==> config.mk <==
export PLATFORM = sky130hd
export DESIGN_NAME = crc32_frame_check
export DESIGN_NICKNAME = d
export VERILOG_FILES = /design/src/rtl/crc32_pkg.sv /design/src/rtl/crc32_word_step.sv /design/src/rtl/crc32_frame_check.sv
export SDC_FILE = /design/constraint.sdc
export NUM_CORES = 1
export LEC_CHECK = 0
export CAP_MARGIN = 10
export CORE_ASPECT_RATIO = 1.75
export CORE_UTILIZATION = 24
export DETAILED_ROUTE_END_ITERATION = 12
export PLACE_DENSITY = 0.52
export REMOVE_ABC_BUFFERS = 1
export SYNTH_ARGS = -nofsm -noshare
export SYNTH_HDL_FRONTEND = slang
export SYNTH_SLANG_ARGS = --single-unit
==> constraint.sdc <==
create_clock -name clk -period 7.35 [get_ports clk]
set_input_delay 0.735 -clock clk [delete_from_list [all_inputs] [get_ports clk]]
set_output_delay 0.735 -clock clk [all_outputs]
set_load 0.01 [all_outputs]
==> src/rtl/crc32_pkg.sv <==
// ============================================================================
// Module : crc32_pkg
// Brief  : Shared CRC32 constants, byte-step function and checker FSM states.
// Rev    : 1.0
// ============================================================================
`default_nettype none

package crc32_pkg;

   localparam logic [31:0] CRC32_POLY  = 32'h04C11DB7;
   localparam logic [31:0] CRC32_INIT  = 32'hFFFFFFFF;
   localparam int          CRC32_CNT_W = 16;

   typedef enum logic [0:0] {
      ST_IDLE    = 1'b0,
      ST_PAYLOAD = 1'b1
   } crc32_state_t;

   // MSB-first, non-reflected: bit 7 of the byte is the first serial bit.
   function automatic logic [31:0] crc32_byte(input logic [31:0] crc,
                                               input logic [7:0]  data);
      logic [31:0] c;
      c = crc ^ {data, 24'h000000};
      for (int i = 0; i < 8; i++) begin
         c = c[31] ? ((c << 1) ^ CRC32_POLY) : (c << 1);
      end
      return c;
   endfunction

endpackage

`default_nettype wire

==> src/rtl/crc32_word_step.sv <==
// ============================================================================
// Module : crc32_word_step
// Brief  : Combinational CRC32 update over one 32-bit word, MSB byte first.
// Rev    : 1.0
// ============================================================================
`default_nettype none

module crc32_word_step
   import crc32_pkg::*;
(
   input  logic [31:0] crc_in,
   input  logic [31:0] data,
   output logic [31:0] crc_out
);

   logic [31:0] w_b3;
   logic [31:0] w_b2;
   logic [31:0] w_b1;

   always_comb begin
      w_b3    = crc32_byte(crc_in, data[31:24]);
      w_b2    = crc32_byte(w_b3,   data[23:16]);
      w_b1    = crc32_byte(w_b2,   data[15:8]);
      crc_out = crc32_byte(w_b1,   data[7:0]);
   end

endmodule

`default_nettype wire

==> src/rtl/crc32_frame_check.sv <==
// ============================================================================
// Module : crc32_frame_check
// Brief  : Receive-side CRC32 frame checker (payload words + one FCS word).
//          Frame counters present only when CRC32_FRAME_CHECK_STATS_EN is defined.
// Rev    : 1.0
// ============================================================================
`default_nettype none

module crc32_frame_check
   import crc32_pkg::*;
#(
   parameter int MAX_WORDS = 1024
)
(
   input  logic                   clk,
   input  logic                   rst,
   input  logic                   in_valid,
   input  logic                   in_sop,
   input  logic                   in_eop,
   input  logic [31:0]            in_data,
   output logic                   done,
   output logic                   crc_ok,
   output logic [31:0]            crc_calc,
   output logic                   err_proto,
   output logic                   err_long,
   output logic [CRC32_CNT_W-1:0] cnt_good,
   output logic [CRC32_CNT_W-1:0] cnt_bad
);

   localparam int                  c_wcnt_w   = $clog2(MAX_WORDS + 2);
   localparam logic [c_wcnt_w-1:0] c_wcnt_max = c_wcnt_w'(MAX_WORDS + 1);
   localparam logic [c_wcnt_w-1:0] c_wcnt_one = c_wcnt_w'(1);

   logic                r_valid;
   logic                r_sop;
   logic                r_eop;
   logic [31:0]         r_data;

   crc32_state_t        r_state;
   crc32_state_t        w_state_nxt;
   logic [31:0]         r_crc;
   logic [31:0]         w_crc_nxt;
   logic [c_wcnt_w-1:0] r_wcnt;
   logic [c_wcnt_w-1:0] w_wcnt_nxt;

   logic [31:0]         w_step_base;
   logic [31:0]         w_crc_step;
   logic                w_done;
   logic                w_proto;
   logic                w_long;
   logic                w_match;

   logic                r_done;
   logic                r_crc_ok;
   logic [31:0]         r_crc_calc;
   logic                r_err_proto;
   logic                r_err_long;

   always_ff @(posedge clk or negedge rst) begin
      if (!rst) begin
         r_valid <= 1'b0;
         r_sop   <= 1'b0;
         r_eop   <= 1'b0;
         r_data  <= 32'h0;
      end else begin
         r_valid <= in_valid;
         r_sop   <= in_sop;
         r_eop   <= in_eop;
         r_data  <= in_data;
      end
   end

   // A sop always restarts from the init value, even when abandoning a frame.
   assign w_step_base = (r_state == ST_PAYLOAD && !r_sop) ? r_crc : CRC32_INIT;

   crc32_word_step u_step (
      .crc_in  (w_step_base),
      .data    (r_data),
      .crc_out (w_crc_step)
   );

   always_comb begin
      w_state_nxt = r_state;
      w_crc_nxt   = r_crc;
      w_wcnt_nxt  = r_wcnt;
      w_done      = 1'b0;
      w_proto     = 1'b0;
      w_long      = 1'b0;
      w_match     = 1'b0;
      if (r_valid) begin
         if (r_state == ST_PAYLOAD && !r_sop && r_eop) begin
            w_done      = 1'b1;
            w_match     = (r_data == r_crc);
            w_long      = (r_wcnt == c_wcnt_max);
            w_state_nxt = ST_IDLE;
            w_crc_nxt   = CRC32_INIT;
            w_wcnt_nxt  = '0;
         end else if (r_state == ST_PAYLOAD && !r_sop) begin
            w_crc_nxt = w_crc_step;
            if (r_wcnt != c_wcnt_max) begin
               w_wcnt_nxt = r_wcnt + c_wcnt_one;
            end
         end else begin
            if (r_state == ST_PAYLOAD) begin
               w_proto = 1'b1;
            end
            if (!r_sop || r_eop) begin
               w_proto     = 1'b1;
               w_state_nxt = ST_IDLE;
               w_crc_nxt   = CRC32_INIT;
               w_wcnt_nxt  = '0;
            end else begin
               w_state_nxt = ST_PAYLOAD;
               w_crc_nxt   = w_crc_step;
               w_wcnt_nxt  = c_wcnt_one;
            end
         end
      end
   end

   always_ff @(posedge clk or negedge rst) begin
      if (!rst) begin
         r_state     <= ST_IDLE;
         r_crc       <= CRC32_INIT;
         r_wcnt      <= '0;
         r_done      <= 1'b0;
         r_err_proto <= 1'b0;
         r_crc_ok    <= 1'b0;
         r_err_long  <= 1'b0;
         r_crc_calc  <= 32'h0;
      end else begin
         r_state     <= w_state_nxt;
         r_crc       <= w_crc_nxt;
         r_wcnt      <= w_wcnt_nxt;
         r_done      <= w_done;
         r_err_proto <= w_proto;
         if (w_done) begin
            r_crc_ok   <= w_match & ~w_long;
            r_err_long <= w_long;
            r_crc_calc <= r_crc;
         end
      end
   end

   assign done      = r_done;
   assign crc_ok    = r_crc_ok;
   assign crc_calc  = r_crc_calc;
   assign err_proto = r_err_proto;
   assign err_long  = r_err_long;

`ifdef CRC32_FRAME_CHECK_STATS_EN
   logic [CRC32_CNT_W-1:0] r_cnt_good;
   logic [CRC32_CNT_W-1:0] r_cnt_bad;

   // Counters update from the stage-2 verdict so they are current alongside done.
   always_ff @(posedge clk or negedge rst) begin
      if (!rst) begin
         r_cnt_good <= '0;
         r_cnt_bad  <= '0;
      end else if (w_done) begin
         if (w_match && !w_long) begin
            if (r_cnt_good != '1) begin
               r_cnt_good <= r_cnt_good + 1'b1;
            end
         end else if (r_cnt_bad != '1) begin
            r_cnt_bad <= r_cnt_bad + 1'b1;
         end
      end
   end

   assign cnt_good = r_cnt_good;
   assign cnt_bad  = r_cnt_bad;
`else
   assign cnt_good = '0;
   assign cnt_bad  = '0;
`endif

endmodule

`default_nettype wire

### After elaboration in Yosys (flattened, before gate mapping)

Index checks and enable logic that the tools add are counted.

* bitwise operators: 38
* add/sub/neg operators: 1
* multipliers: 0
* shift-type cells: 0
* mux-type cells: 54
* reduce and logical (&&, ||, !) cells: 6
* magnitude comparators: 0
* equality and inequality tests: 5
* div/mod/pow operators: 0

Operators by type and width (count)
* $mux W27: 32
* $not A14 Y14: 32
* $mux W32: 4
* $xor A32 B32 Y32: 4
* $mux W11: 3
* $eq A32 B32 Y1: 1
* $mux W1: 15
* $add A11 B1 Y11 const B: 1
* $eq A11 B11 Y1 const B: 1
* $ne A11 B11 Y1 const B: 1
* $reduce_and A2 Y1: 2
* $ne A3 B1 Y1 const B: 1
* $logic_and A1 B1 Y1: 2
* $ne A2 B1 Y1 const B: 1
* $and A1 B1 Y1: 1
* $logic_not A1 Y1: 1
* $logic_or A1 B1 Y1: 1
* $not A1 Y1: 1

* input bits: 37
* bits in latches: 0
* bits in registers: 115
* ROM bits: 0
* output and inout port bits: 68
* memories kept: 0
* RAM bits: 0

### Longest topological paths before layout

Gate-level depths: netlist (run 1).

* word-level depth: 74
* depth in mapped cells: 13

### By module

Synthesis (run 1) repeated with hierarchy kept, for this count alone.

* cells, all modules: 619
* area total of the unflattened synthesis: 8146.6 sq um

Modules (own cells, without submodules)
* crc32_frame_check: instances 1, area an instance 4887.2 sq um, cells an instance 379, sequential area each 2917.8 sq um
* crc32_word_step: instances 1, area an instance 3259.4 sq um, cells an instance 240, sequential area each 0.0 sq um

### Least setup slack after synthesis (run 1)

No wires, ideal clock.

* kind: flip-flop to flip-flop
* start point: register r_crc[31]
* end point: register r_crc[12]
* path slack: 3320 ps
* period minus slack after synthesis: 4030 ps
* setup time: 73 ps
* data arrival time: 3957 ps
* stages on the path, launching flop included: 12
* data required time: 7277 ps
* cell sequence: dfstp_2 buf_6 xnor3_1 nand2_1 xnor3_1 xnor3_2 xnor2_4 xor3_2 xor3_4 xor2_2 xnor3_1 a21oi_1

* word-level cells in the longest chain between the ends: 47
* elaborated cells on any way between the ends: 70
* classes of those cells: mux: 36; bitwise: 34

Ends and longest elaborated chain
* from (decl): line crc32_frame_check.sv:41 `logic [31:0] r_crc;`
* from (signal assigned): line crc32_frame_check.sv:133 `r_crc <= w_crc_nxt;`
* $mux W32 (*): line crc32_frame_check.sv:74 `assign w_step_base = (r_state == ST_PAYLOAD && !r_sop) ? r_crc : CRC32_INIT;`
* $xor A32 B32 Y32 (*): line crc32_pkg.sv:23 `c = crc ^ {data, 24'h000000};`
* $mux W27 (*): line crc32_pkg.sv:25 `c = c[31] ? ((c << 1) ^ CRC32_POLY) : (c << 1);`
* $mux W27 / $not A14 Y14 (equally long branches) (2 in a row)
* $mux W27: line crc32_pkg.sv:25
* $not A14 Y14 (no line) / $mux W27 (equally long branches)
* $mux W27: line crc32_pkg.sv:25
* $mux W27 / $not A14 Y14 (equally long branches) (2 in a row)
* [... 29 more ...]
* $mux W27, or another cell as far along: line crc32_pkg.sv:25
* $not A14 Y14 (no line) / $mux W27 (equally long branches)
* $mux W27 / $not A14 Y14 (equally long branches)
* $not A14 Y14 (no line) / $mux W27 (equally long branches)
* $mux W27 (*): line crc32_pkg.sv:25
* $mux W32: line crc32_frame_check.sv:107 `if (!r_sop || r_eop) begin`
* $mux W32 (*): line crc32_frame_check.sv:98 `end else if (r_state == ST_PAYLOAD && !r_sop) begin`
* $mux W32 (*): line crc32_frame_check.sv:91 `if (r_state == ST_PAYLOAD && !r_sop && r_eop) begin`

Mark *: on every way between the ends. The rest lies on a longest branch, timed or not.
A chain may end at the register's enable or synchronous reset.

### Worst setup path in the final report (run 1)

* start point: register r_sop
* end point: register r_crc[12]

* word-level cells in the longest chain between the ends: 50
* elaborated cells on any way between the ends: 75
* classes of those cells: mux: 36; bitwise: 35; reduce/logical: 4

Ends and longest elaborated chain
* from (decl): line crc32_frame_check.sv:35 `logic r_sop;`
* from (signal assigned): line crc32_frame_check.sv:67 `r_sop <= in_sop;`
* $logic_not A1 Y1 (*)
* $logic_and A1 B1 Y1: line crc32_frame_check.sv:74, crc32_frame_check.sv:91, crc32_frame_check.sv:98
* $mux W32: line crc32_frame_check.sv:74
* $xor A32 B32 Y32: line crc32_pkg.sv:23
* $mux W27 / $not A14 Y14 (equally long branches) (3 in a row)
* $not A14 Y14 (no line) / $mux W27 (equally long branches)
* $mux W27: line crc32_pkg.sv:25
* $mux W27 / $not A14 Y14 (equally long branches) (4 in a row)
* [... 29 more ...]
* $mux W27, or another cell as far along: line crc32_pkg.sv:25
* $not A14 Y14 (no line) / $mux W27 (equally long branches)
* $mux W27 / $not A14 Y14 (equally long branches)
* $not A14 Y14 (no line) / $mux W27 (equally long branches)
* $mux W27: line crc32_pkg.sv:25
* $mux W32: line crc32_frame_check.sv:107
* $mux W32: line crc32_frame_check.sv:98
* $mux W32 (*): line crc32_frame_check.sv:91

Marked as above.

==> results of run 1 <==
layout make-up:
cell class	instances	area, um2
sequential	115	2920
inverter	5	18.8
tap	465	582
clock inverter	15	229
fill	3696	24800
timing repair buffer	77	756
multi-input combinational	626	5300
clock buffer	17	425
registers in the layout (all words and copies together) (netlist names):
signal	cells
r_eop	1
r_state	1
r_data	32
r_crc	32
r_sop	1
crc_ok	1
done	1
err_long	1
err_proto	1
r_valid	1
r_wcnt	11
crc_calc	32
cells in the mapped netlist, types with 3 or more instances:
master                     instances  area, um2
sky130_fd_sc_hd__clkbuf_1         15       56.3
sky130_fd_sc_hd__nand3_1           5       25.0
sky130_fd_sc_hd__nor4_1            8       50.1
sky130_fd_sc_hd__xnor2_2          13        211
sky130_fd_sc_hd__o21ai_0           7       35.0
sky130_fd_sc_hd__buf_1             3       11.3
sky130_fd_sc_hd__inv_1             5       18.8
sky130_fd_sc_hd__xor2_2            5       81.3
sky130_fd_sc_hd__dfrtp_1          83       2080
sky130_fd_sc_hd__xnor3_1          44        991
sky130_fd_sc_hd__nand2_1         108        405
sky130_fd_sc_hd__a21oi_1          39        195
sky130_fd_sc_hd__xnor2_4           5        138
sky130_fd_sc_hd__nor3b_2           3       37.5
sky130_fd_sc_hd__xor2_1           71        622
sky130_fd_sc_hd__or3_1             3       18.8
sky130_fd_sc_hd__nor2_1           69        259
sky130_fd_sc_hd__buf_2            15       75.1
sky130_fd_sc_hd__xor3_2            5        125
sky130_fd_sc_hd__buf_4            34        255
sky130_fd_sc_hd__xnor2_1         175       1530
sky130_fd_sc_hd__xnor3_2           6        143
sky130_fd_sc_hd__dfstp_2          32        841
sky130_fd_sc_hd__nand4_1           5       31.3
cells in the final DEF (no fill, tap or decap), types with 2 or more instances in the layout:
cell,synthesis,routed
sky130_fd_sc_hd__inv_6,0,3
sky130_fd_sc_hd__xor2_2,5,5
sky130_fd_sc_hd__nor2_1,69,69
sky130_fd_sc_hd__clkbuf_16,0,17
sky130_fd_sc_hd__nand3_1,5,4
sky130_fd_sc_hd__clkinv_2,0,2
sky130_fd_sc_hd__bufinv_16,0,5
sky130_fd_sc_hd__xnor2_4,5,5
sky130_fd_sc_hd__clkdlybuf4s50_1,0,71
sky130_fd_sc_hd__o21a_1,2,2
sky130_fd_sc_hd__xor3_2,5,5
sky130_fd_sc_hd__nor3b_1,2,2
sky130_fd_sc_hd__xnor2_2,13,13
sky130_fd_sc_hd__dfstp_2,32,32
sky130_fd_sc_hd__xnor3_1,44,44
sky130_fd_sc_hd__nand2_1,108,108
sky130_fd_sc_hd__dfrtp_1,83,83
sky130_fd_sc_hd__or3_1,3,3
sky130_fd_sc_hd__nand4_1,5,5
sky130_fd_sc_hd__buf_4,34,6
sky130_fd_sc_hd__xnor3_2,6,6
sky130_fd_sc_hd__inv_1,5,5
sky130_fd_sc_hd__clkinv_4,0,4
sky130_fd_sc_hd__xor2_1,71,71
sky130_fd_sc_hd__o21ai_0,7,7
sky130_fd_sc_hd__nor3_1,2,2
sky130_fd_sc_hd__a21oi_1,39,39
sky130_fd_sc_hd__conb_1,1,32
sky130_fd_sc_hd__nor4_1,8,8
sky130_fd_sc_hd__nor3b_2,3,3
sky130_fd_sc_hd__ha_1,2,2
sky130_fd_sc_hd__xnor2_1,175,175
layer usage:
metal	wire length (um)	GRT usage [%]
met4	1700	10.4
met2	14800	29.0
met3	669	2.30
met5	0	0
met1	9000	14.5
worst max-delay path by stage:
stage | startpoint | cells past startpoint | to | slack, ns
6_report | r_sop$_DFF_PN0_ | 10 | r_crc[12]$_DFFE_PN1P_ | 2.10
5_1_grt | r_sop$_DFF_PN0_ | 10 | r_crc[12]$_DFFE_PN1P_ | 1.93
4_1_cts | r_sop$_DFF_PN0_ | 10 | r_crc[12]$_DFFE_PN1P_ | 2.15
3_5_place_dp | r_sop$_DFF_PN0_ | 10 | r_crc[12]$_DFFE_PN1P_ | 2.18
3_3_place_gp | r_sop$_DFF_PN0_ | 10 | r_crc[12]$_DFFE_PN1P_ | 2.16
2_1_floorplan | r_sop$_DFF_PN0_ | 10 | r_crc[12]$_DFFE_PN1P_ | 3.14
metrics by stage:
| step | utilization [%] | setup WS (ns) | instance area (um2) | cells | hold slack (ns) |
|---|---|---|---|---|---|
| detailed placement | 27.3 | 2.18 | 9570 | 1288 | 0.464 |
| global route | 29.2 | 1.93 | 10200 | 1320 | 0.366 |
| finish | 29.2 | 2.10 | 10200 | 1320 | 0.328 |
| floorplan | - | 3.14 | 8230 | 746 | 0.439 |
| global placement | 27.3 | 2.16 | 9570 | 1288 | 0.460 |
| CTS | 29.2 | 2.15 | 10200 | 1320 | 0.337 |
cells by family after synthesis:
kind of cell / count (synthesis)
AO/OA/AOI/OAI: 51
XOR/XNOR: 328
adder cells (fa/ha/maj): 2
buffers and inverters: 73
flip-flops: 115
other: 1
AND/OR/NAND/NOR: 213
==> metrics.txt, run 1 <==
# TYPE chip_impl_metric gauge
chip_impl_metric{name="rows",unit=""} 91
chip_impl_metric{name="fin_skew",unit="ns"} 0.0178
chip_impl_metric{name="avgSynthCellArea",unit="um2"} 10.9
chip_impl_metric{name="drt-total-wl",unit="mm"} 26.1
chip_impl_metric{name="synth_adder_area_share",unit="%"} 0.294
chip_impl_info{name="setup.worst_path.class",value="reg -> reg"} 1
chip_impl_metric{name="first_iter_violations",unit=""} 265
chip_impl_metric{name="area.growth.synth_to_final",unit="%"} 20.0
chip_impl_metric{name="arrival_time_of_data_at_the_critical_path_endpoint",unit="ns"} 5.61
chip_impl_info{name="cts_root_buffer",value="sky130_fd_sc_hd__clkbuf_16"} 1
chip_impl_metric{name="cts_buffers",unit=""} 17
chip_impl_metric{name="ys_async_sr_fraction",unit="%"} 100
chip_impl_metric{name="max_cap_viol_count",unit=""} 0
chip_impl_metric{name="numClockSinks",unit=""} 115
chip_impl_metric{name="post_cts.repair.setup_buffers",unit=""} 0
chip_impl_metric{name="final_min_period_over_clock_period",unit="%"} 71.5
chip_impl_metric{name="largest_stage_delay_worst_path",unit="ns"} 0.75
chip_impl_metric{name="synth_seq_area_share",unit="%"} 34.2
chip_impl_metric{name="vias_in_the_first_global_route",unit=""} 5810
chip_impl_metric{name="clock_tree.buffer_depth",unit=""} 2
chip_impl_metric{name="cp_data_required_time",unit="ns"} 7.70
chip_impl_metric{name="antenna_cells_inserted",unit=""} 0
chip_impl_metric{name="clk_transition_reported_paths",unit="ns"} 0.06
chip_impl_metric{name="gp_congestion",unit=""} 0.942
chip_impl_metric{name="worstSkewPairLatency",unit="ns"} 0.44
chip_impl_metric{name="fp.coreArea",unit="um2"} 35100
chip_impl_metric{name="cts_hold_repair_buffers",unit=""} 0
chip_impl_info{name="cp_common_cell",value="sky130_fd_sc_hd__xnor3_1"} 1
chip_impl_metric{name="ff2ff_path_depth",unit=""} 10
chip_impl_info{name="critical_path_cell_sequence",value="nand2b_2 > nor2_1 > xnor3_2 > xnor3_1 > xnor2_2 > xnor2_1 > xor3_4 > xor2_2 > xnor3_1 > a21oi_1"} 1
chip_impl_metric{name="setup_viol",unit=""} 0
chip_impl_metric{name="yosys_reg_bits",unit=""} 115
chip_impl_metric{name="grt_first_pass_wirelength",unit="mm"} 38.7
chip_impl_metric{name="boundaryPins",unit=""} 105
chip_impl_metric{name="ff2ff_setup_slack",unit="ns"} 2.10
chip_impl_metric{name="synth.area.mux_share",unit="%"} 0
chip_impl_metric{name="synth_area",unit="um2"} 8520
chip_impl_metric{name="synth_cells",unit=""} 783
chip_impl_metric{name="wire_per_inst",unit="um"} 19.8
chip_impl_metric{name="num-nets-final",unit=""} 881
chip_impl_metric{name="cts.htree.levels",unit=""} 4
chip_impl_metric{name="synth_compound_area_share",unit="%"} 3.20
chip_impl_info{name="critical_path.slowest_cell",value="sky130_fd_sc_hd__nand2b_2"} 1
chip_impl_metric{name="grt_ovf",unit=""} 0
chip_impl_metric{name="worst_slew_pin_tran",unit="ns"} 0.903
chip_impl_metric{name="final_layout_size_suffix_gt1_share",unit="%"} 13.6
chip_impl_metric{name="vias",unit=""} 5418
chip_impl_metric{name="critical_path_buf_inv_count",unit=""} 0
chip_impl_info{name="rsz_0062_raised_after_global_routing",value="false"} 1
chip_impl_metric{name="setup_total_negative_slack",unit="ns"} 0
chip_impl_metric{name="grt_max_degree",unit=""} 68
chip_impl_metric{name="post_cts.resized_instances",unit=""} 0
chip_impl_metric{name="die_area",unit="um2"} 36300
chip_impl_info{name="timing.rr.end",value="r_crc[12]$_DFFE_PN1P_"} 1
chip_impl_metric{name="drt_pass_1_iters",unit=""} 4
chip_impl_metric{name="timing_max_transition_violations_final",unit=""} 0
chip_impl_info{name="synth_top_flop_cell",value="sky130_fd_sc_hd__dfrtp_1"} 1
chip_impl_metric{name="synth-edff-count",unit=""} 0
chip_impl_metric{name="hpwl",unit="mm"} 20.5
chip_impl_metric{name="slew-limit-headroom",unit="%"} 39.8
chip_impl_metric{name="yosysWarnings",unit=""} 0
chip_impl_metric{name="yosys_cell_types",unit=""} 45
chip_impl_metric{name="drtAntennaViolNets",unit=""} 0
chip_impl_info{name="synth_top_family_by_area",value="XOR/XNOR gates"} 1
chip_impl_metric{name="critical_path.max_fanout",unit=""} 32
chip_impl_info{name="outcome",value="finished, final reports clean"} 1
chip_impl_metric{name="remaining_drc_errors",unit=""} 0
chip_impl_metric{name="hold_viol_final",unit=""} 0
chip_impl_info{name="cp-start-kind",value="register"} 1
chip_impl_info{name="setup.worst_path.end_class",value="register"} 1
chip_impl_metric{name="viasPerCell",unit=""} 4.10
chip_impl_metric{name="post_synth_simple_gate_area",unit="%"} 10.9
chip_impl_metric{name="globalRouteTotalUtil",unit="%"} 15.2
chip_impl_metric{name="port_buffers",unit=""} 72
chip_impl_metric{name="initial_core_util",unit="%"} 24.3
chip_impl_info{name="tritoncts",value="built"} 1
chip_impl_metric{name="post-route-min-period",unit="ns"} 5.25
chip_impl_metric{name="fmax",unit="GHz"} 0.190
chip_impl_info{name="worst_path_dominant_cell_family",value="XOR/XNOR gates"} 1
chip_impl_metric{name="die_w",unit="um"} 144
chip_impl_info{name="hold_class",value="in -> async"} 1
chip_impl_info{name="crit-reg2reg-launch",value="r_sop$_DFF_PN0_"} 1
chip_impl_metric{name="die_height",unit="um"} 251
chip_impl_metric{name="xor_xnor_share_of_the_synthesized_area",unit="%"} 46.3
chip_impl_metric{name="antenna_found_initial",unit=""} 0
Power of run 1 is left out: the tool's default activity adds up to more than one toggle a clock period on the data nets, which glitch-free logic cannot reach.
==> inputs of run 2 (changes only) <==
==> constraint.sdc (replaced) <==
create_clock -name clk -period 5.2 [get_ports clk]
set_input_delay 0.52 -clock clk [delete_from_list [all_inputs] [get_ports clk]]
set_output_delay 0.52 -clock clk [all_outputs]
set_load 0.01 [all_outputs]
==> run 2 against run 1 <==
First-iteration DRC count down 1.1%. Routed wire length up 1.8%. Worst hold slack worse by 0.19 ns. Sequential cell count unchanged. Via count is 2.6% higher. Critical path type unchanged. Critical endpoint unchanged. Largest cell class unchanged.
==> metrics.txt, run 2 (synthesis gave the netlist of run 1 again) <==
# TYPE chip_impl_metric gauge
chip_impl_info{name="outcome",value="finished, final reports clean"} 1
chip_impl_metric{name="hpwl",unit="mm"} 21.2
chip_impl_metric{name="fp.coreArea",unit="um2"} 35100
chip_impl_metric{name="multi_input_comb_area",unit="um2"} 5300
chip_impl_metric{name="port_buffers",unit=""} 72
chip_impl_metric{name="gp_congestion",unit=""} 0.925
chip_impl_metric{name="antenna_cells_inserted",unit=""} 0
chip_impl_metric{name="boundaryPins",unit=""} 105
chip_impl_info{name="grt_busiest_layer",value="met2"} 1
chip_impl_metric{name="setup_viol",unit=""} 0
chip_impl_metric{name="vias",unit=""} 5558
chip_impl_metric{name="final_layout_size_suffix_gt1_share",unit="%"} 14.8
chip_impl_metric{name="post_cts.resized_instances",unit=""} 0
chip_impl_metric{name="placedInstanceArea",unit="um2"} 9680
chip_impl_metric{name="cts.htree.levels",unit=""} 4
chip_impl_metric{name="cts_hold_repair_buffers",unit=""} 0
chip_impl_metric{name="grt_use_met2",unit="%"} 29.5
chip_impl_info{name="hold_class",value="in -> async"} 1
chip_impl_info{name="setup.worst_path.end_class",value="register"} 1
chip_impl_info{name="critical_path_cell_sequence",value="nand2b_2 > buf_4 > nor2_1 > xnor2_1 > xnor2_1 > xnor2_1 > xnor3_1 > xor3_4 > xor2_2 > xnor3_1 > a21oi_1"} 1
chip_impl_info{name="cts_root_buffer",value="sky130_fd_sc_hd__clkbuf_16"} 1
chip_impl_metric{name="area.growth.synth_to_final",unit="%"} 20.4
chip_impl_info{name="most_frequent_cells_in_the_layout",value="sky130_fd_sc_hd__xnor2_1, sky130_fd_sc_hd__nand2_1, sky130_fd_sc_hd__dfrtp_1"} 1
chip_impl_metric{name="post_cts.repair.setup_buffers",unit=""} 0
chip_impl_metric{name="vias_in_the_first_global_route",unit=""} 6021
chip_impl_metric{name="remaining_drc_errors",unit=""} 0
chip_impl_info{name="mostFrequentLayoutCell",value="sky130_fd_sc_hd__xnor2_1"} 1
chip_impl_metric{name="drt_pass_1_iters",unit=""} 4
chip_impl_metric{name="final_min_period_over_clock_period",unit="%"} 91.5
chip_impl_metric{name="slew-limit-headroom",unit="%"} 51.9
chip_impl_metric{name="fmax",unit="GHz"} 0.210
chip_impl_metric{name="drt-total-wl",unit="mm"} 26.6
chip_impl_metric{name="cp_data_required_time",unit="ns"} 5.56
chip_impl_metric{name="ff2ff_setup_slack",unit="ns"} 0.44
chip_impl_metric{name="num-nets-final",unit=""} 895
chip_impl_metric{name="seqCellArea",unit="um2"} 2920
chip_impl_metric{name="fin_area",unit="um2"} 10300
chip_impl_metric{name="post-route-min-period",unit="ns"} 4.76
chip_impl_info{name="rsz_0062_raised_after_global_routing",value="false"} 1
chip_impl_metric{name="numClockSinks",unit=""} 115
chip_impl_info{name="tritoncts",value="built"} 1
chip_impl_metric{name="globalRouteTotalUtil",unit="%"} 15.5
chip_impl_metric{name="cts_buffers",unit=""} 17
chip_impl_metric{name="clk_transition_reported_paths",unit="ns"} 0.06
chip_impl_metric{name="viasPerCell",unit=""} 4.17
chip_impl_metric{name="worstSkewPairLatency",unit="ns"} 0.43
chip_impl_metric{name="max_cap_viol_count",unit=""} 0
chip_impl_info{name="cp-start-kind",value="register"} 1
chip_impl_metric{name="antenna_found_initial",unit=""} 0
chip_impl_metric{name="grt_max_degree",unit=""} 55
chip_impl_metric{name="num-fill-cells",unit=""} 3724
chip_impl_metric{name="fin_skew",unit="ns"} 0.0121
chip_impl_metric{name="die_w",unit="um"} 144
chip_impl_metric{name="grt_ovf",unit=""} 0
chip_impl_metric{name="setup_total_negative_slack",unit="ns"} 0
chip_impl_metric{name="grt_use_met1",unit="%"} 14.3
chip_impl_metric{name="grt.met3_usage",unit="%"} 1.85
chip_impl_metric{name="grt_first_pass_wirelength",unit="mm"} 39.0
chip_impl_info{name="cp_common_cell",value="sky130_fd_sc_hd__xnor2_1"} 1
chip_impl_info{name="setup.worst_path.class",value="reg -> reg"} 1
chip_impl_metric{name="rows",unit=""} 91
chip_impl_metric{name="first_iter_violations",unit=""} 262
chip_impl_metric{name="hold_viol_final",unit=""} 0
chip_impl_metric{name="critical_path.max_fanout",unit=""} 18
chip_impl_metric{name="timing_max_transition_violations_final",unit=""} 0
chip_impl_metric{name="largest_stage_delay_worst_path",unit="ns"} 0.68
chip_impl_metric{name="drtAntennaViolNets",unit=""} 0
chip_impl_metric{name="arrival_time_of_data_at_the_critical_path_endpoint",unit="ns"} 5.12
chip_impl_metric{name="initial_core_util",unit="%"} 24.3
chip_impl_metric{name="clock_tree.buffer_depth",unit=""} 2
chip_impl_info{name="critical_path.slowest_cell",value="sky130_fd_sc_hd__xor3_4"} 1
chip_impl_metric{name="worst_slew_pin_tran",unit="ns"} 0.721
chip_impl_metric{name="die_area",unit="um2"} 36300
chip_impl_metric{name="wire_per_inst",unit="um"} 19.9
chip_impl_metric{name="die_height",unit="um"} 251
-- run 2: cell types whose count changed in the layout (fill, tap and decap cells not counted), sizes merged --
cell	previous run	this run
buf	6	20
clkinvlp	1	5
bufinv	5	2
clkbuf	17	20
clkinv	6	3
inv	8	7
-- run 2: cell type report --
cell class / instances / area share [%]
Tap cell: 465 / 5.67
Timing Repair Buffer: 91 / 8.39
Clock buffer: 20 / 4.45
Inverter: 5 / 0.183
Multi-Input combinational cell: 626 / 51.6
Clock inverter: 12 / 1.27
Sequential cell: 115 / 28.4
-- run 2: final timing paths --
path,startpoint,to,depth (start not counted)
worst max-delay path,r_sop$_DFF_PN0_,r_crc[12]$_DFFE_PN1P_,11
worst min-delay path,rst,crc_calc[24]$_DFFE_PN0P_,1
worst max register to register,r_sop$_DFF_PN0_,r_crc[12]$_DFFE_PN1P_,11
worst min register to register,crc_calc[10]$_DFFE_PN0P_,crc_calc[10]$_DFFE_PN0P_,2
max in group asynchronous,rst,crc_ok$_DFFE_PN0P_,2
min in group clk,crc_calc[10]$_DFFE_PN0P_,crc_calc[10]$_DFFE_PN0P_,2
-- run 2: critical path: cells and delay by family (launching register included) --
kind                      cells  cell delay (ns)
buffers and inverters         1             0.23
DFF                           1             0.60
xor gates and xnor gates      7             3.12
and+or+nand+nor               2             0.56
AOI/OAI and AO/OA             1             0.16
-- run 2: through the flow --
stage	util [%]	hold slack [ns]	std cells	setup WS, ns
4_1_cts	29.3	0.168	1334	0.406
5_1_grt	29.3	0.190	1334	0.173
3_3_place_gp	27.6	0.458	1302	0.438
6_report	29.3	0.135	1334	0.441
2_1_floorplan	-	0.224	746	0.987
3_5_place_dp	27.6	0.462	1302	0.414
-- run 2: metal layers --
metal / wire length (um) / vias to the layer above
li1: - / 2571
met5: 0 / -
met2: 15100 / 151
met4: 2120 / 0
met3: 597 / 61
met1: 8830 / 2775
Power of run 2 is left out for the same reason.
==> inputs of run 3 (changes only) <==
--- a/config.mk
+++ b/config.mk
@@ -6,7 +6,6 @@
 export NUM_CORES = 1
 export LEC_CHECK = 0
 export CAP_MARGIN = 10
-export CORE_ASPECT_RATIO = 1.75
 export CORE_UTILIZATION = 24
 export DETAILED_ROUTE_END_ITERATION = 12
 export PLACE_DENSITY = 0.52
==> run 3 against run 2 <==
Count of clock-buffer cells in the layout down 2. Register-to-register slack gained 0.19 ns. Setup slack improved by 0.19 ns. Highest routed layer unchanged. Worst hold slack improved by 0.34 ns. Clock skew rose by 0.00055 ns. Critical path depth is 1 lower. Final area up 0.11%. Sequential share of layout area hardly changed. Routed wire length is 8.6% lower. Die area about the same. Fmax is 4.2% higher. First-iteration DRC count is 1.1% higher. Critical endpoint is now r_crc[8]$_DFFE_PN1P_.
==> metrics.txt, run 3 (synthesis gave the netlist of run 1 again) <==
# TYPE chip_impl_metric gauge
chip_impl_info{name="outcome",value="finished, final reports clean"} 1
chip_impl_metric{name="cts_buffers",unit=""} 17
chip_impl_metric{name="drt-total-wl",unit="mm"} 24.3
chip_impl_metric{name="final_min_period_over_clock_period",unit="%"} 87.8
chip_impl_metric{name="cts_hold_repair_buffers",unit=""} 1
chip_impl_info{name="most_frequent_cells_in_the_layout",value="sky130_fd_sc_hd__xnor2_1, sky130_fd_sc_hd__nand2_1, sky130_fd_sc_hd__dfrtp_1"} 1
chip_impl_metric{name="numClockSinks",unit=""} 115
chip_impl_info{name="min_from",value="crc_calc[0]$_DFFE_PN0P_"} 1
chip_impl_metric{name="post-route-min-period",unit="ns"} 4.56
chip_impl_metric{name="setup_viol",unit=""} 0
chip_impl_metric{name="globalRouteTotalUtil",unit="%"} 14.2
chip_impl_metric{name="boundaryPins",unit=""} 105
chip_impl_metric{name="port_buffers",unit=""} 72
chip_impl_metric{name="die_w",unit="um"} 190
chip_impl_metric{name="grt_ovf",unit=""} 0
chip_impl_info{name="cp-start-kind",value="register"} 1
chip_impl_metric{name="fmax",unit="GHz"} 0.219
chip_impl_metric{name="slew-limit-headroom",unit="%"} 44.8
chip_impl_metric{name="detailedPlace.worstSlack",unit="ns"} 0.609
chip_impl_metric{name="remaining_drc_errors",unit=""} 0
chip_impl_metric{name="gp_congestion",unit=""} 0.914
chip_impl_metric{name="largest_stage_delay_worst_path",unit="ns"} 0.68
chip_impl_info{name="rsz_0062_raised_after_global_routing",value="false"} 1
chip_impl_metric{name="worst_slew_pin_tran",unit="ns"} 0.828
chip_impl_metric{name="min_setup_slack_post_route",unit="ns"} 0.635
chip_impl_metric{name="cts.htree.levels",unit=""} 4
chip_impl_info{name="setup.worst_path.class",value="reg -> reg"} 1
chip_impl_metric{name="num-nets-final",unit=""} 900
chip_impl_info{name="hold_class",value="reg -> reg"} 1
chip_impl_metric{name="final_layout_size_suffix_gt1_share",unit="%"} 15.3
chip_impl_metric{name="clock_tree.buffer_depth",unit=""} 2
chip_impl_info{name="setup.worst_path.end_class",value="register"} 1
chip_impl_metric{name="wire_per_inst",unit="um"} 18.3
chip_impl_info{name="cp_common_cell",value="sky130_fd_sc_hd__xnor2_2"} 1
chip_impl_metric{name="drt_pass_1_iters",unit=""} 4
chip_impl_metric{name="post_cts.resized_instances",unit=""} 0
chip_impl_metric{name="hpwl",unit="mm"} 18.8
chip_impl_info{name="critPathLaunch",value="r_state$_DFFE_PN0P_"} 1
chip_impl_metric{name="timing_max_transition_violations_final",unit=""} 0
chip_impl_metric{name="die_height",unit="um"} 190
chip_impl_info{name="critical_path_cell_sequence",value="nand2b_2 > nor2_4 > xnor2_2 > xnor3_2 > xnor2_2 > xnor2_1 > xnor3_2 > xnor2_2 > xnor3_1 > o22a_1"} 1
chip_impl_metric{name="rows",unit=""} 68
chip_impl_metric{name="num-fill-cells",unit=""} 3632
chip_impl_metric{name="worstSkewPairLatency",unit="ns"} 0.43
chip_impl_info{name="critical_path.slowest_cell",value="sky130_fd_sc_hd__xnor3_2"} 1
chip_impl_metric{name="setup_total_negative_slack",unit="ns"} 0
chip_impl_info{name="crit-reg2reg-launch",value="r_state$_DFFE_PN0P_"} 1
chip_impl_metric{name="antenna_cells_inserted",unit=""} 0
chip_impl_metric{name="cp_data_required_time",unit="ns"} 5.55
chip_impl_metric{name="fin_skew",unit="ns"} 0.0127
chip_impl_metric{name="grt_first_pass_wirelength",unit="mm"} 37.3
chip_impl_metric{name="layout.core_utilization",unit="%"} 29.6
chip_impl_metric{name="post_cts.repair.setup_buffers",unit=""} 0
chip_impl_metric{name="viasPerCell",unit=""} 4.07
chip_impl_metric{name="initial_core_util",unit="%"} 24.5
chip_impl_metric{name="arrival_time_of_data_at_the_critical_path_endpoint",unit="ns"} 4.92
chip_impl_info{name="worst_path_dominant_cell_family",value="XOR/XNOR gates"} 1
chip_impl_metric{name="vias",unit=""} 5410
chip_impl_metric{name="first_iter_violations",unit=""} 265
chip_impl_metric{name="grt_max_degree",unit=""} 54
chip_impl_metric{name="area.growth.synth_to_final",unit="%"} 20.6
chip_impl_metric{name="hold_viol_final",unit=""} 0
chip_impl_metric{name="die_area",unit="um2"} 36300
chip_impl_metric{name="critical_path.max_fanout",unit=""} 19
chip_impl_info{name="mostFrequentLayoutCell",value="sky130_fd_sc_hd__xnor2_1"} 1
chip_impl_metric{name="placedInstanceArea",unit="um2"} 9690
chip_impl_info{name="cts_root_buffer",value="sky130_fd_sc_hd__clkbuf_16"} 1
chip_impl_metric{name="fp.coreArea",unit="um2"} 34700
chip_impl_metric{name="critical_path_buf_inv_count",unit=""} 0
chip_impl_metric{name="drtAntennaViolNets",unit=""} 0
chip_impl_metric{name="clk_transition_reported_paths",unit="ns"} 0.06
chip_impl_info{name="tritoncts",value="built"} 1
chip_impl_metric{name="max_cap_viol_count",unit=""} 0
chip_impl_metric{name="vias_in_the_first_global_route",unit=""} 5717
chip_impl_metric{name="fin_area",unit="um2"} 10300
chip_impl_metric{name="antenna_found_initial",unit=""} 0
-- run 3: path summary, 6_finish.rpt --
| kind | depth (start not counted) | endpoint | slack, ns |
|---|---|---|---|
| setup / recovery | 10 | r_crc[8]$_DFFE_PN1P_ | 0.64 |
| hold / removal | 2 | crc_calc[0]$_DFFE_PN0P_ | 0.47 |
| setup reg to reg | 10 | r_crc[8]$_DFFE_PN1P_ | 0.64 |
| hold reg to reg | 2 | crc_calc[0]$_DFFE_PN0P_ | 0.47 |
| max in group asynchronous | 3 | r_data[12]$_DFF_PN0_ | 3.65 |
| min in group asynchronous | 2 | r_data[9]$_DFF_PN0_ | 0.52 |
-- run 3: cell type report --
class                           instances  area (um2)  area share [%]
Clock inverter                         14         131            1.28
Multi-Input combinational cell        626        5300            51.6
Sequential cell                       115        2920            28.4
Tap cell                              455         569            5.54
Inverter                                5        18.8           0.183
Timing Repair Buffer                   96         901            8.77
Clock buffer                           18         439            4.27
-- run 3: tightest hold or removal path: cells and delay by family (launching register included) --
family	cells	cell delay [ns]
flip-flops	1	0.34
AND/OR/NAND/NOR	2	0.10
-- run 3: layer usage --
metal	vias up	global-route usage (%)	routed length, um
met2	137	22.5	11400
met1	2654	19.2	11200
met4	0	5.17	570
li1	2593	-	-
met5	-	0	0
met3	26	2.56	1170
-- run 3: through the flow --
stage	hold WS, ns	cells
CTS	0.480	1329
floorplan	0.224	746
global placement	0.424	1296
global route	0.490	1329
finish	0.470	1329
detailed placement	0.428	1296
Power of run 3 is left out for the same reason.
